<file path="src/rtl/bp_update_ctrl_pkg.sv">
// Shared types, state encodings and helpers for the branch-predictor update controller.
// Imported by the queue, the controller and its interface.
package bp_update_ctrl_pkg;

  localparam logic [31:0] ZERO_WORD = 32'h0000_0000;

  localparam logic [0:0] BPC_RUN   = 1'b0;
  localparam logic [0:0] BPC_DRAIN = 1'b1;

  typedef struct packed {
    logic [31:0] pc;
    logic        taken;
    logic [31:0] target;
  } bp_entry_t;

  function automatic logic [15:0] sat_inc16(input logic [15:0] v);
    logic [15:0] r;
    if (v == 16'hFFFF) begin
      r = v;
    end else begin
      r = v + 16'd1;
    end
    return r;
  endfunction

endpackage

</file>
<file path="src/rtl/bp_update_ctrl_if.sv">
// Bundle of prediction, resolution, update and status signals around bp_update_ctrl.
// master = fetch/execute/ctrl side, slave = the controller.
interface bp_update_ctrl_if #(parameter int DEPTH = 4);

  localparam int CW = $clog2(DEPTH) + 1;

  logic          pred_valid_i;
  logic [31:0]   pred_pc_i;
  logic          pred_taken_i;
  logic [31:0]   pred_target_i;
  logic          pred_ready_o;
  logic          res_valid_i;
  logic          res_taken_i;
  logic [31:0]   res_target_i;
  logic          upd_valid_o;
  logic [31:0]   upd_pc_o;
  logic          upd_taken_o;
  logic          flush_o;
  logic [31:0]   redirect_addr_o;
  logic [CW-1:0] occupancy_o;
  logic [15:0]   hit_cnt_o;
  logic [15:0]   miss_cnt_o;
  logic          err_o;

  modport master (
    output pred_valid_i, pred_pc_i, pred_taken_i, pred_target_i,
    output res_valid_i, res_taken_i, res_target_i,
    input  pred_ready_o, upd_valid_o, upd_pc_o, upd_taken_o, flush_o,
    input  redirect_addr_o, occupancy_o, hit_cnt_o, miss_cnt_o, err_o
  );

  modport slave (
    input  pred_valid_i, pred_pc_i, pred_taken_i, pred_target_i,
    input  res_valid_i, res_taken_i, res_target_i,
    output pred_ready_o, upd_valid_o, upd_pc_o, upd_taken_o, flush_o,
    output redirect_addr_o, occupancy_o, hit_cnt_o, miss_cnt_o, err_o
  );

endinterface

</file>
<file path="src/rtl/bp_update_ctrl_fifo.sv">
// In-order queue of in-flight predictions {pc, taken, target} with single-cycle flush.
// The caller guarantees push only when not full and pop only when not empty.
module bp_update_ctrl_fifo
  import bp_update_ctrl_pkg::*;
#(
  parameter int DEPTH = 4
) (
  input  logic                   clk,
  input  logic                   rst,
  input  logic                   i_flush,
  input  logic                   i_push,
  input  logic                   i_pop,
  input  bp_entry_t              i_data,
  output bp_entry_t              o_head,
  output logic [$clog2(DEPTH):0] o_count
);

  localparam int AW = $clog2(DEPTH);

  logic [AW-1:0] r_wr_ptr;
  logic [AW-1:0] r_rd_ptr;
  logic [AW:0]   r_count;
  bp_entry_t     r_mem [DEPTH];

  // Entry storage; a flushed push is wrong-path and never written
  always_ff @(posedge clk or negedge rst) begin
    if (!rst) begin
      for (int i = 0; i < DEPTH; i++) begin
        r_mem[i] <= '0;
      end
    end else if (i_push && !i_flush) begin
      r_mem[r_wr_ptr] <= i_data;
    end
  end

  // Pointers and occupancy; pointers wrap naturally at DEPTH (power of two)
  always_ff @(posedge clk or negedge rst) begin
    if (!rst) begin
      r_wr_ptr <= '0;
      r_rd_ptr <= '0;
      r_count  <= '0;
    end else if (i_flush) begin
      r_wr_ptr <= '0;
      r_rd_ptr <= '0;
      r_count  <= '0;
    end else begin
      if (i_push) begin
        r_wr_ptr <= r_wr_ptr + AW'(1);
      end
      if (i_pop) begin
        r_rd_ptr <= r_rd_ptr + AW'(1);
      end
      r_count <= r_count + (AW+1)'(i_push) - (AW+1)'(i_pop);
    end
  end

  assign o_head  = r_mem[r_rd_ptr];
  assign o_count = r_count;

endmodule

</file>
<file path="src/rtl/bp_update_ctrl.sv">
// Branch-predictor training and mispredict recovery: tracks in-flight predictions,
// trains the predictor on resolution, and flushes/redirects then drains on a mispredict.
module bp_update_ctrl
  import bp_update_ctrl_pkg::*;
#(
  parameter int DEPTH        = 4,
  parameter int DRAIN_CYCLES = 2
) (
  input  logic              clk,
  input  logic              rst,
  bp_update_ctrl_if.slave   bus
);

  localparam int         CW         = $clog2(DEPTH) + 1;
  localparam logic [3:0] DRAIN_LOAD = 4'(DRAIN_CYCLES);

  logic [0:0]    r_state;
  logic [3:0]    r_drain_cnt;
  logic          r_upd_valid;
  logic [31:0]   r_upd_pc;
  logic          r_upd_taken;
  logic          r_flush;
  logic [31:0]   r_redirect;
  logic [15:0]   r_hit_cnt;
  logic [15:0]   r_miss_cnt;
  logic          r_err;

  bp_entry_t     w_head;
  bp_entry_t     w_new;
  logic [CW-1:0] w_count;
  logic          w_run;
  logic          w_ready;
  logic          w_mis;
  logic          w_pop;
  logic          w_flush;
  logic          w_push;
  logic          w_empty_res;
  logic [31:0]   w_redirect;

  assign w_run       = (r_state == BPC_RUN);
  assign w_ready     = w_run && (w_count != CW'(DEPTH));
  assign w_mis       = (bus.res_taken_i != w_head.taken) ||
                       (bus.res_taken_i && (bus.res_target_i != w_head.target));
  assign w_pop       = w_run && bus.res_valid_i && (w_count != '0);
  assign w_flush     = w_pop && w_mis;
  // A push in the same cycle as a mispredict is on the wrong path
  assign w_push      = w_ready && bus.pred_valid_i && !w_flush;
  assign w_empty_res = w_run && bus.res_valid_i && (w_count == '0);
  assign w_redirect  = bus.res_taken_i ? bus.res_target_i : (w_head.pc + 32'd4);
  assign w_new       = '{pc: bus.pred_pc_i, taken: bus.pred_taken_i, target: bus.pred_target_i};

  bp_update_ctrl_fifo #(.DEPTH(DEPTH)) u_fifo (
    .clk     (clk),
    .rst     (rst),
    .i_flush (w_flush),
    .i_push  (w_push),
    .i_pop   (w_pop),
    .i_data  (w_new),
    .o_head  (w_head),
    .o_count (w_count)
  );

  // RUN/DRAIN sequencing with the post-flush drain window
  always_ff @(posedge clk or negedge rst) begin
    if (!rst) begin
      r_state     <= BPC_RUN;
      r_drain_cnt <= 4'd0;
    end else begin
      case (r_state)
        BPC_RUN: begin
          if (w_flush) begin
            r_state     <= BPC_DRAIN;
            r_drain_cnt <= DRAIN_LOAD;
          end
        end
        BPC_DRAIN: begin
          if (r_drain_cnt <= 4'd1) begin
            r_state     <= BPC_RUN;
            r_drain_cnt <= 4'd0;
          end else begin
            r_drain_cnt <= r_drain_cnt - 4'd1;
          end
        end
        default: begin
          r_state     <= BPC_RUN;
          r_drain_cnt <= 4'd0;
        end
      endcase
    end
  end

  // One-cycle predictor update and flush/redirect pulses
  always_ff @(posedge clk or negedge rst) begin
    if (!rst) begin
      r_upd_valid <= 1'b0;
      r_upd_pc    <= ZERO_WORD;
      r_upd_taken <= 1'b0;
      r_flush     <= 1'b0;
      r_redirect  <= ZERO_WORD;
    end else begin
      r_upd_valid <= w_pop;
      r_upd_pc    <= w_pop ? w_head.pc : ZERO_WORD;
      r_upd_taken <= w_pop && bus.res_taken_i;
      r_flush     <= w_flush;
      r_redirect  <= w_flush ? w_redirect : ZERO_WORD;
    end
  end

  // Saturating statistics and the sticky empty-resolve error
  always_ff @(posedge clk or negedge rst) begin
    if (!rst) begin
      r_hit_cnt  <= 16'd0;
      r_miss_cnt <= 16'd0;
      r_err      <= 1'b0;
    end else begin
      if (w_pop && !w_mis) begin
        r_hit_cnt <= sat_inc16(r_hit_cnt);
      end
      if (w_flush) begin
        r_miss_cnt <= sat_inc16(r_miss_cnt);
      end
      if (w_empty_res) begin
        r_err <= 1'b1;
      end
    end
  end

  assign bus.pred_ready_o    = w_ready;
  assign bus.upd_valid_o     = r_upd_valid;
  assign bus.upd_pc_o        = r_upd_pc;
  assign bus.upd_taken_o     = r_upd_taken;
  assign bus.flush_o         = r_flush;
  assign bus.redirect_addr_o = r_redirect;
  assign bus.occupancy_o     = w_count;
  assign bus.hit_cnt_o       = r_hit_cnt;
  assign bus.miss_cnt_o      = r_miss_cnt;
  assign bus.err_o           = r_err;

endmodule

</file>
<file path="src/flat_wrapper.sv">
// flat-port wrapper written by rule: the top's interface ports become plain ports
module bp_update_ctrl_flat import bp_update_ctrl_pkg::*;
#(
  parameter int DEPTH        = 4,
  parameter int DRAIN_CYCLES = 2
)
  (clk, rst, bus_pred_valid_i, bus_pred_pc_i, bus_pred_taken_i, bus_pred_target_i, bus_res_valid_i, bus_res_taken_i, bus_res_target_i, bus_pred_ready_o, bus_upd_valid_o, bus_upd_pc_o, bus_upd_taken_o, bus_flush_o, bus_redirect_addr_o, bus_occupancy_o, bus_hit_cnt_o, bus_miss_cnt_o, bus_err_o);
  bp_update_ctrl_if #(.DEPTH(DEPTH)) bus_i ();
  input  logic clk;
  input  logic rst;
  input wire logic [$bits(bus_i.pred_valid_i)-1:0] bus_pred_valid_i;
  input wire logic [$bits(bus_i.pred_pc_i)-1:0] bus_pred_pc_i;
  input wire logic [$bits(bus_i.pred_taken_i)-1:0] bus_pred_taken_i;
  input wire logic [$bits(bus_i.pred_target_i)-1:0] bus_pred_target_i;
  input wire logic [$bits(bus_i.res_valid_i)-1:0] bus_res_valid_i;
  input wire logic [$bits(bus_i.res_taken_i)-1:0] bus_res_taken_i;
  input wire logic [$bits(bus_i.res_target_i)-1:0] bus_res_target_i;
  output wire logic [$bits(bus_i.pred_ready_o)-1:0] bus_pred_ready_o;
  output wire logic [$bits(bus_i.upd_valid_o)-1:0] bus_upd_valid_o;
  output wire logic [$bits(bus_i.upd_pc_o)-1:0] bus_upd_pc_o;
  output wire logic [$bits(bus_i.upd_taken_o)-1:0] bus_upd_taken_o;
  output wire logic [$bits(bus_i.flush_o)-1:0] bus_flush_o;
  output wire logic [$bits(bus_i.redirect_addr_o)-1:0] bus_redirect_addr_o;
  output wire logic [$bits(bus_i.occupancy_o)-1:0] bus_occupancy_o;
  output wire logic [$bits(bus_i.hit_cnt_o)-1:0] bus_hit_cnt_o;
  output wire logic [$bits(bus_i.miss_cnt_o)-1:0] bus_miss_cnt_o;
  output wire logic [$bits(bus_i.err_o)-1:0] bus_err_o;
  assign bus_i.pred_valid_i = bus_pred_valid_i;
  assign bus_i.pred_pc_i = bus_pred_pc_i;
  assign bus_i.pred_taken_i = bus_pred_taken_i;
  assign bus_i.pred_target_i = bus_pred_target_i;
  assign bus_i.res_valid_i = bus_res_valid_i;
  assign bus_i.res_taken_i = bus_res_taken_i;
  assign bus_i.res_target_i = bus_res_target_i;
  assign bus_pred_ready_o = bus_i.pred_ready_o;
  assign bus_upd_valid_o = bus_i.upd_valid_o;
  assign bus_upd_pc_o = bus_i.upd_pc_o;
  assign bus_upd_taken_o = bus_i.upd_taken_o;
  assign bus_flush_o = bus_i.flush_o;
  assign bus_redirect_addr_o = bus_i.redirect_addr_o;
  assign bus_occupancy_o = bus_i.occupancy_o;
  assign bus_hit_cnt_o = bus_i.hit_cnt_o;
  assign bus_miss_cnt_o = bus_i.miss_cnt_o;
  assign bus_err_o = bus_i.err_o;
  bp_update_ctrl #(.DEPTH(DEPTH), .DRAIN_CYCLES(DRAIN_CYCLES)) u_core (.clk(clk), .rst(rst), .bus(bus_i));
endmodule
</file>
<file path="config.mk">
export PLATFORM = sky130hd
export DESIGN_NAME = bp_update_ctrl_flat
export DESIGN_NICKNAME = d
export VERILOG_FILES = /design/src/rtl/bp_update_ctrl_pkg.sv /design/src/rtl/bp_update_ctrl_if.sv /design/src/rtl/bp_update_ctrl_fifo.sv /design/src/rtl/bp_update_ctrl.sv /design/src/flat_wrapper.sv
export SDC_FILE = /design/constraint.sdc
export NUM_CORES = 1
export LEC_CHECK = 0
export BUFFER_PORTS_ARGS = -buffer_cell sky130_fd_sc_hd__buf_4
export CORE_ASPECT_RATIO = 0.5
export CORE_UTILIZATION = 30
export DETAILED_ROUTE_END_ITERATION = 10
export MAX_ROUTING_LAYER = met4
export PLACE_DENSITY_LB_ADDON = 0.12
export SYNTH_ARGS = -nofsm -noshare
export SYNTH_HDL_FRONTEND = slang
export SYNTH_SLANG_ARGS = --single-unit
</file>
<file path="constraint.sdc">
create_clock -name clk -period 5.73 [get_ports clk]
set_input_delay 1.146 -clock clk [delete_from_list [all_inputs] [get_ports clk]]
set_output_delay 1.146 -clock clk [all_outputs]
set_load 0.1 [all_outputs]
</file>
Yosys cells after proc, flatten, opt, wreduce, memory -nomap -nowiden

Index checks and enable logic that the tools add are counted.

Input port bits: 102
Register bits: 372
Word-level logic and storage cells: 89

Bitwise gates (word level): 5
Magnitude comparators: 4
Mux-type cells: 20
Add/sub/neg operators: 8
Reduce and logical (&&, ||, !) cells: 21
Eq/ne operators: 6

Operator list:

| kind                                                                             | count |
|---|---|
| 260-bit bitwise mux                                                              | 1 |
| 65-bit two-way mux                                                               | 3 |
| 65-bit binary-select mux with 2-bit select                                       | 1 |
| 65-bit demux with 2-bit select                                                   | 1 |
| 32-bit two-way mux                                                               | 3 |
| 16-bit by 1-bit adder with 16-bit output, second input constant                  | 2 |
| 32-bit by 3-bit adder with 32-bit output, second input constant                  | 1 |
| 16-bit equality test, second input constant                                      | 2 |
| 32-bit inequality test                                                           | 1 |
| 1-bit logical AND                                                                | 12 |
| 2-bit two-way mux                                                                | 4 |
| 4-bit two-way mux                                                                | 2 |
| 4-bit one-hot mux with 2 select lines                                            | 1 |
| 3-bit greater-or-equal comparator, second input constant                         | 2 |
| 2-bit inverter with 3-bit output                                                 | 2 |
| 2-bit by 1-bit adder with 2-bit output, second input constant                    | 2 |
| 4-bit by 1-bit less-or-equal comparator with 1-bit output, second input constant | 1 |
| 2-bit AND reduction                                                              | 2 |
| 2-bit nonzero test                                                               | 2 |
| 4-bit by 1-bit subtractor with 4-bit output, second input constant               | 1 |
| 3-bit by 1-bit adder with 3-bit output                                           | 1 |
| 3-bit logical NOT                                                                | 1 |
| 3-bit by 1-bit less-than comparator with 1-bit output, second input constant     | 1 |
| 3-bit two-way mux                                                                | 1 |
| 10 further kinds                                                                 | 14 |

Logic depth before layout (Yosys ltp)

Word-level depth: 13
Depth in mapped cells: 19

By module

From an unflattened synthesis, not the netlist that was laid out.

Cells, all modules: 1,171
Area total of the unflattened synthesis: 17,658.2 sq um

Modules (own cells, without submodules):

| module              | area an instance (sq um) | cells an instance | times used |
|---|---|---|---|
| bp_update_ctrl_fifo | 12,355.6                 | 666               | 1 |
| bp_update_ctrl      | 5,302.6                  | 505               | 1 |

Worst setup path before layout

OpenSTA, ideal clock, no wires.

Path type: flip-flop to flip-flop
Start: register u_core.u_fifo.r_count[1] (netlist: u_core.u_fifo.o_count[1])
End: register u_core.u_fifo.r_count[2] (netlist: u_core.u_fifo.o_count[2])
Data required time: 5.599 ns
Arrival: 4.210 ns
Stages on the path, launching flop included: 12
Library setup time: 0.131 ns
Path buffers: 1
Slack: 1.389 ns
Period minus slack after synthesis: 4.341 ns
Cells stage by stage: dfrtp_1 > nor2_1 > a21oi_1 > and2_1 > clkbuf_1 > and2_1 > ha_1 > inv_1 > fa_1 > xor2_1 > xnor2_1 > nor2_1

Elaborated cells between the ends (all ways): 11
Those cells by class: 2 x add/sub; 1 x eq/ne; 1 x mux; 7 x reduce/logical

RTL lines:

| what                                        | RTL line                  | text |
|---|---|---|
| start: declaration                          | bp_update_ctrl_fifo.sv:22 | `logic [AW:0] r_count;` |
| start signal: assignment                    | bp_update_ctrl_fifo.sv:53 | `r_count <= r_count + (AW+1)'(i_push) - (AW+1)'(i_pop);` |
| 3-bit inequality test                       | bp_update_ctrl.sv:41      | `assign w_ready = w_run && (w_count != CW'(DEPTH));` |
| 1-bit logical AND                           | bp_update_ctrl.sv:41      |  |
| via bus_pred_ready_o                        | flat_wrapper.sv:18        | `output wire logic [$bits(bus_i.pred_ready_o)-1:0] bus_pred_ready_o;` |
| 1-bit logical AND (2 in series)             | bp_update_ctrl.sv:47      | `assign w_push = w_ready && bus.pred_valid_i && !w_flush;` |
| 3-bit by 1-bit adder with 3-bit output      | bp_update_ctrl_fifo.sv:53 |  |
| 3-bit by 1-bit subtractor with 3-bit output | bp_update_ctrl_fifo.sv:53 |  |
| 3-bit two-way mux                           | bp_update_ctrl_fifo.sv:42 | `end else if (i_flush) begin` |

The timed path passes the listed nets, and every way through them passes these cells.
A chain may end at the register's enable or synchronous reset.

Worst setup path after layout

Start: register u_core.u_fifo.r_rd_ptr[0]
End: register u_core.u_fifo.r_mem[162] in the netlist's numbering

Cells in the longest elaborated chain, start to end: 11
Elaborated cells between the ends (all ways): 12
Those cells by class: 2 x eq/ne; 3 x mux; 1 x bitwise; 6 x reduce/logical

Ends and longest elaborated chain:

| what                                                     | RTL line                                        | text |
|---|---|---|
| start: declaration                                       | bp_update_ctrl_fifo.sv:21                       | `logic [AW-1:0] r_rd_ptr;` |
| start signal: assignment                                 | bp_update_ctrl_fifo.sv:51                       | `r_rd_ptr <= r_rd_ptr + AW'(1);` |
| 2-bit inverter with 3-bit output (not written as such) * | bp_update_ctrl_fifo.sv:57                       | `assign o_head = r_mem[r_rd_ptr];` |
| 65-bit binary-select mux with 2-bit select *             | bp_update_ctrl_fifo.sv:57                       |  |
| 65-bit two-way mux (not written as such) * (2 in series) | bp_update_ctrl_fifo.sv:57                       |  |
| 32-bit inequality test                                   | bp_update_ctrl.sv:43                            | `(bus.res_taken_i && (bus.res_target_i != w_head.target));` |
| 1-bit logical AND                                        | bp_update_ctrl.sv:43                            |  |
| 1-bit logical OR *                                       | bp_update_ctrl.sv:42                            | `assign w_mis = (bus.res_taken_i != w_head.taken) \|\|` |
| 1-bit logical AND *                                      | bp_update_ctrl.sv:45                            | `assign w_flush = w_pop && w_mis;` |
| 1-bit logical NOT *                                      | bp_update_ctrl_fifo.sv:31, bp_update_ctrl.sv:47 |  |
| 1-bit logical AND                                        | bp_update_ctrl.sv:47                            |  |
| 1-bit logical AND *                                      | bp_update_ctrl_fifo.sv:31                       | `end else if (i_push && !i_flush) begin` |
| end signal: indexed assignment                           | bp_update_ctrl_fifo.sv:32                       | `r_mem[r_wr_ptr] <= i_data;` |
| end: declaration                                         | bp_update_ctrl_fifo.sv:23                       | `bp_entry_t r_mem [DEPTH];` |

Every way passes the cells marked *; elsewhere a longest branch is shown, timed or not. The select of a mux whose other input is x is not followed.

==> parameters.txt <==
Parameter                              Value

Clock tree
  Number of buffers created by CTS    39
  Hold_buf cts    0
  Clk sink count    372
  # Post-CTS Setup Buffers    0
  Number of buffers between clock root and the deepest sink    3
  Clock input transition at the sequential cells of the worst setup and hold paths    60 ps
  Maximum level of the CTS H-tree    2
  Root buffer cell    sky130_fd_sc_hd__clkbuf_16
  CTS resizes    0
  CTS tree    built
  Clk Latency, worst-skew pair    560 ps

Placed design
  HPWL reported at the end of detailed placement    35500 um
  Post-place instance area    0.0203 sq mm
  Weighted congestion reported at the end of routability-driven placement    0.840
  Worst slack at placement    1200 ps
  Number of buffers inserted by port buffering    205
  Number of placed instances, taps included    2195

Timing
  Final setup TNS    0 ps
  Maximum frequency from static timing analysis    225 MHz
  Post-layout worst setup margin    1280 ps
  WHS    488 ps
  Fin crit share    77.6%
  Slew at the pin closest to its max-slew limit    996 ps
  Setup repair after global routing missed its margin    no
  Final-report hold violation count    0
  Total of endpoints with negative setup slack in the final report    0
  Final Max Slew Viols    0
  Worst setup skew after layout    25.5 ps
  Tmin final    4450 ps
  Headroom to the max-slew limit    33.2%

Logic synthesis
  Cells after synthesis    1221
  Post-Syn Area    0.0182 sq mm
  Portion of the post-synthesis area used by sequential elements    51.2%
  Simple-gate share of the synthesized area    7.51%
  Count of state elements after synthesis    372
  EDFF count, synth    0
  Warning count from the yosys run    0
  Area share of xor/xnor cells in the synthesized design    3.76%
  Commonest register cell after synthesis    sky130_fd_sc_hd__dfrtp_1
  Synthesized-area fraction occupied by adder cells    0.867%
  Asr flop ratio synth    100%
  Total nets after synthesis    1335
  Share of synthesized area spent on multiplexers    29.4%
  Post-synthesis compound-gate area fraction    2.74%
  Average instance area after synthesis    14.9 sq um
  Unique cell type count in the Yosys netlist    61
  Dominant combinational cell family by area after synthesis    multiplexers

Worst setup path
  Worst Path Max Fanout    42
  Reg-to-reg critical path startpoint    u_core.u_fifo.r_rd_ptr[0]
  Critical Setup Path Class    flop to flop
  Kind of end point of the critical path    flop
  Required time reported for the critical path endpoint    6160 ps
  Slowest-stage cell, CP    sky130_fd_sc_hd__dfrtp_4
  Kind of cell with the highest combined delay on the critical path    simple AND/OR/NAND/NOR gates
  Total buffers and inverters traversed by the critical path    2
  Startpoint type of the worst setup path    flop
  CP Data Arrival Time    4880 ps
  Setup crit start    u_core.u_fifo.r_rd_ptr[0]
  Critical path, cell by cell    buf_4 -> mux4_2 -> xnor2_1 -> nand4_1 -> nor3_2 -> a21o_4 -> and3_4 -> buf_12 -> mux2_2
  Crit path largest cell delay    860 ps

Routing
  Number of optimization iterations in the first detailed-route pass    5
  Number of nets with antenna violations after routing    0
  DRC violation count after routing    0
  Iter 0 DRT Violations    699
  Vias post-DR    10800
  Wire length per cell after detailed routing    22.8 um
  Drt total wl    51700 um
  Number of vias per cell    4.78

Power
  Leakage power    9.63 nW
  PnR Total Power    14.0 mW
  VDD IR max    0.314 mV
  Power Density    646 mW/mm^2

Floorplan
  Die X    350 um
  Count of boundary I/O pins    206
  DIE AREA    0.0617 sq mm
  Y dimension of the die    176 um
  Initial core utilization    30.5%
  Standard-cell row count    63
  Core area    0.0596 sq mm

Global routing
  Global route overflow    0
  Largest net degree at the start of global routing    105
  Via count of the first global-routing pass    11800
  Wire length of the first global-routing pass    78600 um
  Overall fraction of global-route tracks in use    17.4%
  Antenna violations before repair    1

Cells and area
  Final nets    1538
  Core utilization of the finished layout    36.3%
  Synthesis-to-finish area growth    18.9%
  Cell Count, Final, Fillers Out    2267
  Area of all placed cells without fillers    0.0216 sq mm
  Layout cells sized above 1    43.3%

Min path
  Hold Path Origin    u_core.bus.hit_cnt_o[9]
  Min-delay worst type    flop to flop

Run
  Max-cap violation count    0

Run status
  Status    complete, no violations
-- placed cells by master (no fill, tap or decap), types with 5 or more instances in the layout --
| cell | count |
|---|---|
| sky130_fd_sc_hd__dfrtp_1 | 370 |
| sky130_fd_sc_hd__buf_4 | 221 |
| sky130_fd_sc_hd__mux2_4 | 200 |
| sky130_fd_sc_hd__mux2_2 | 70 |
| sky130_fd_sc_hd__mux4_2 | 54 |
| sky130_fd_sc_hd__xnor2_1 | 46 |
| sky130_fd_sc_hd__nor2_1 | 45 |
| sky130_fd_sc_hd__and2_1 | 41 |
| sky130_fd_sc_hd__clkbuf_16 | 39 |
| sky130_fd_sc_hd__nand2_1 | 38 |
| sky130_fd_sc_hd__mux2i_1 | 33 |
| sky130_fd_sc_hd__xor2_1 | 32 |
| sky130_fd_sc_hd__nand3_1 | 30 |
| sky130_fd_sc_hd__nand4_1 | 22 |
| sky130_fd_sc_hd__and3_1 | 21 |
| sky130_fd_sc_hd__inv_1 | 19 |
| sky130_fd_sc_hd__a21oi_1 | 18 |
| sky130_fd_sc_hd__a211oi_1 | 16 |
| sky130_fd_sc_hd__clkbuf_1 | 12 |
| sky130_fd_sc_hd__ha_1 | 11 |
| sky130_fd_sc_hd__nor3_1 | 10 |
| sky130_fd_sc_hd__o21ai_0 | 8 |
| sky130_fd_sc_hd__nor4_1 | 7 |
| sky130_fd_sc_hd__bufinv_16 | 7 |
| sky130_fd_sc_hd__buf_12 | 7 |
| sky130_fd_sc_hd__nand2b_1 | 5 |
| sky130_fd_sc_hd__clkinv_2 | 5 |
-- power by group --
| part | internal [mW] | total (mW) | switching, mW |
|---|---|---|---|
| registers | 3.77 | 4.56 | 0.785 |
| logic | 2.84 | 6.67 | 3.83 |
| clock network | 1.62 | 2.73 | 1.11 |
-- layer usage --
metal | part of all wire (%) | track usage [%]
met2 | 49 | 28.0
met1 | 46 | 23.2
met5 | 0 | -
met3 | 3.6 | 2.84
met4 | 1.7 | 3.62
-- sequential cells by signal (all words and copies together), names as in the netlist, 3 cells and up --
| name | flops |
|---|---|
| u_core.bus.miss_cnt_o | 16 |
| u_core.bus.hit_cnt_o | 16 |
| u_core.r_drain_cnt | 4 |
| u_core.u_fifo.r_mem | 260 |
| u_core.u_fifo.o_count | 3 |
| u_core.bus.redirect_addr_o | 32 |
| u_core.bus.upd_pc_o | 32 |
-- cell usage after synthesis (3+ instances only) --
cell / count / share of area, %
sky130_fd_sc_hd__nor2b_1: 4 / 0.14
sky130_fd_sc_hd__xnor2_1: 46 / 2.2
sky130_fd_sc_hd__nand2b_1: 5 / 0.17
sky130_fd_sc_hd__a211oi_1: 16 / 0.66
sky130_fd_sc_hd__and2_1: 41 / 1.4
sky130_fd_sc_hd__buf_2: 6 / 0.17
sky130_fd_sc_hd__nor3_1: 10 / 0.28
sky130_fd_sc_hd__xor2_1: 32 / 1.5
sky130_fd_sc_hd__clkbuf_1: 16 / 0.33
sky130_fd_sc_hd__buf_4: 14 / 0.58
sky130_fd_sc_hd__nand3_1: 30 / 0.83
sky130_fd_sc_hd__inv_1: 19 / 0.39
sky130_fd_sc_hd__nor4_1: 7 / 0.24
sky130_fd_sc_hd__mux2i_1: 33 / 1.8
sky130_fd_sc_hd__dfrtp_1: 372 / 51
sky130_fd_sc_hd__nand2_1: 38 / 0.78
sky130_fd_sc_hd__nor2_1: 45 / 0.93
sky130_fd_sc_hd__a21oi_1: 18 / 0.50
sky130_fd_sc_hd__o211a_1: 3 / 0.17
sky130_fd_sc_hd__buf_12: 24 / 2.6
sky130_fd_sc_hd__mux4_2: 54 / 6.7
sky130_fd_sc_hd__ha_1: 11 / 0.76
sky130_fd_sc_hd__mux2_2: 70 / 4.3
sky130_fd_sc_hd__and3_4: 4 / 0.25
sky130_fd_sc_hd__and3_1: 21 / 0.72
sky130_fd_sc_hd__nand4_1: 22 / 0.76
sky130_fd_sc_hd__o21ai_0: 8 / 0.22
sky130_fd_sc_hd__nor3b_1: 3 / 0.12
sky130_fd_sc_hd__buf_6: 7 / 0.43
sky130_fd_sc_hd__mux2_4: 200 / 17
-- final cells by class --
type                    instances  area, sq um
flip-flops and latches        372         9320
clock buffers                  54         1060
multi-input cells             761         8050
well taps                     812         1020
repair buffers                229         1810
fillers                      5756        38000
clock inverters                17          278
inverters                      21         78.8
diodes                          1         2.50
-- worst paths after layout --
path	slack [ps]	depth (start not counted)	to
max	1280	9	u_core.u_fifo.r_mem[162]
min	490	1	u_core.bus.hit_cnt_o[9]
max reg2reg	1280	9	u_core.u_fifo.r_mem[162]
min reg2reg	490	1	u_core.bus.hit_cnt_o[9]
max in group asynchronous	3650	2	u_core.u_fifo.r_mem[141]
min in group asynchronous	640	1	u_core.u_fifo.r_mem[234]
-- cells by family after synthesis --
kind of cell    Yosys count
xor+xnor                 78
mux                     357
fa+ha+maj                12
simple gates            245
compound gates           69
flops                   372
buf+inv                  88
(Power assumes the default switching activity.)
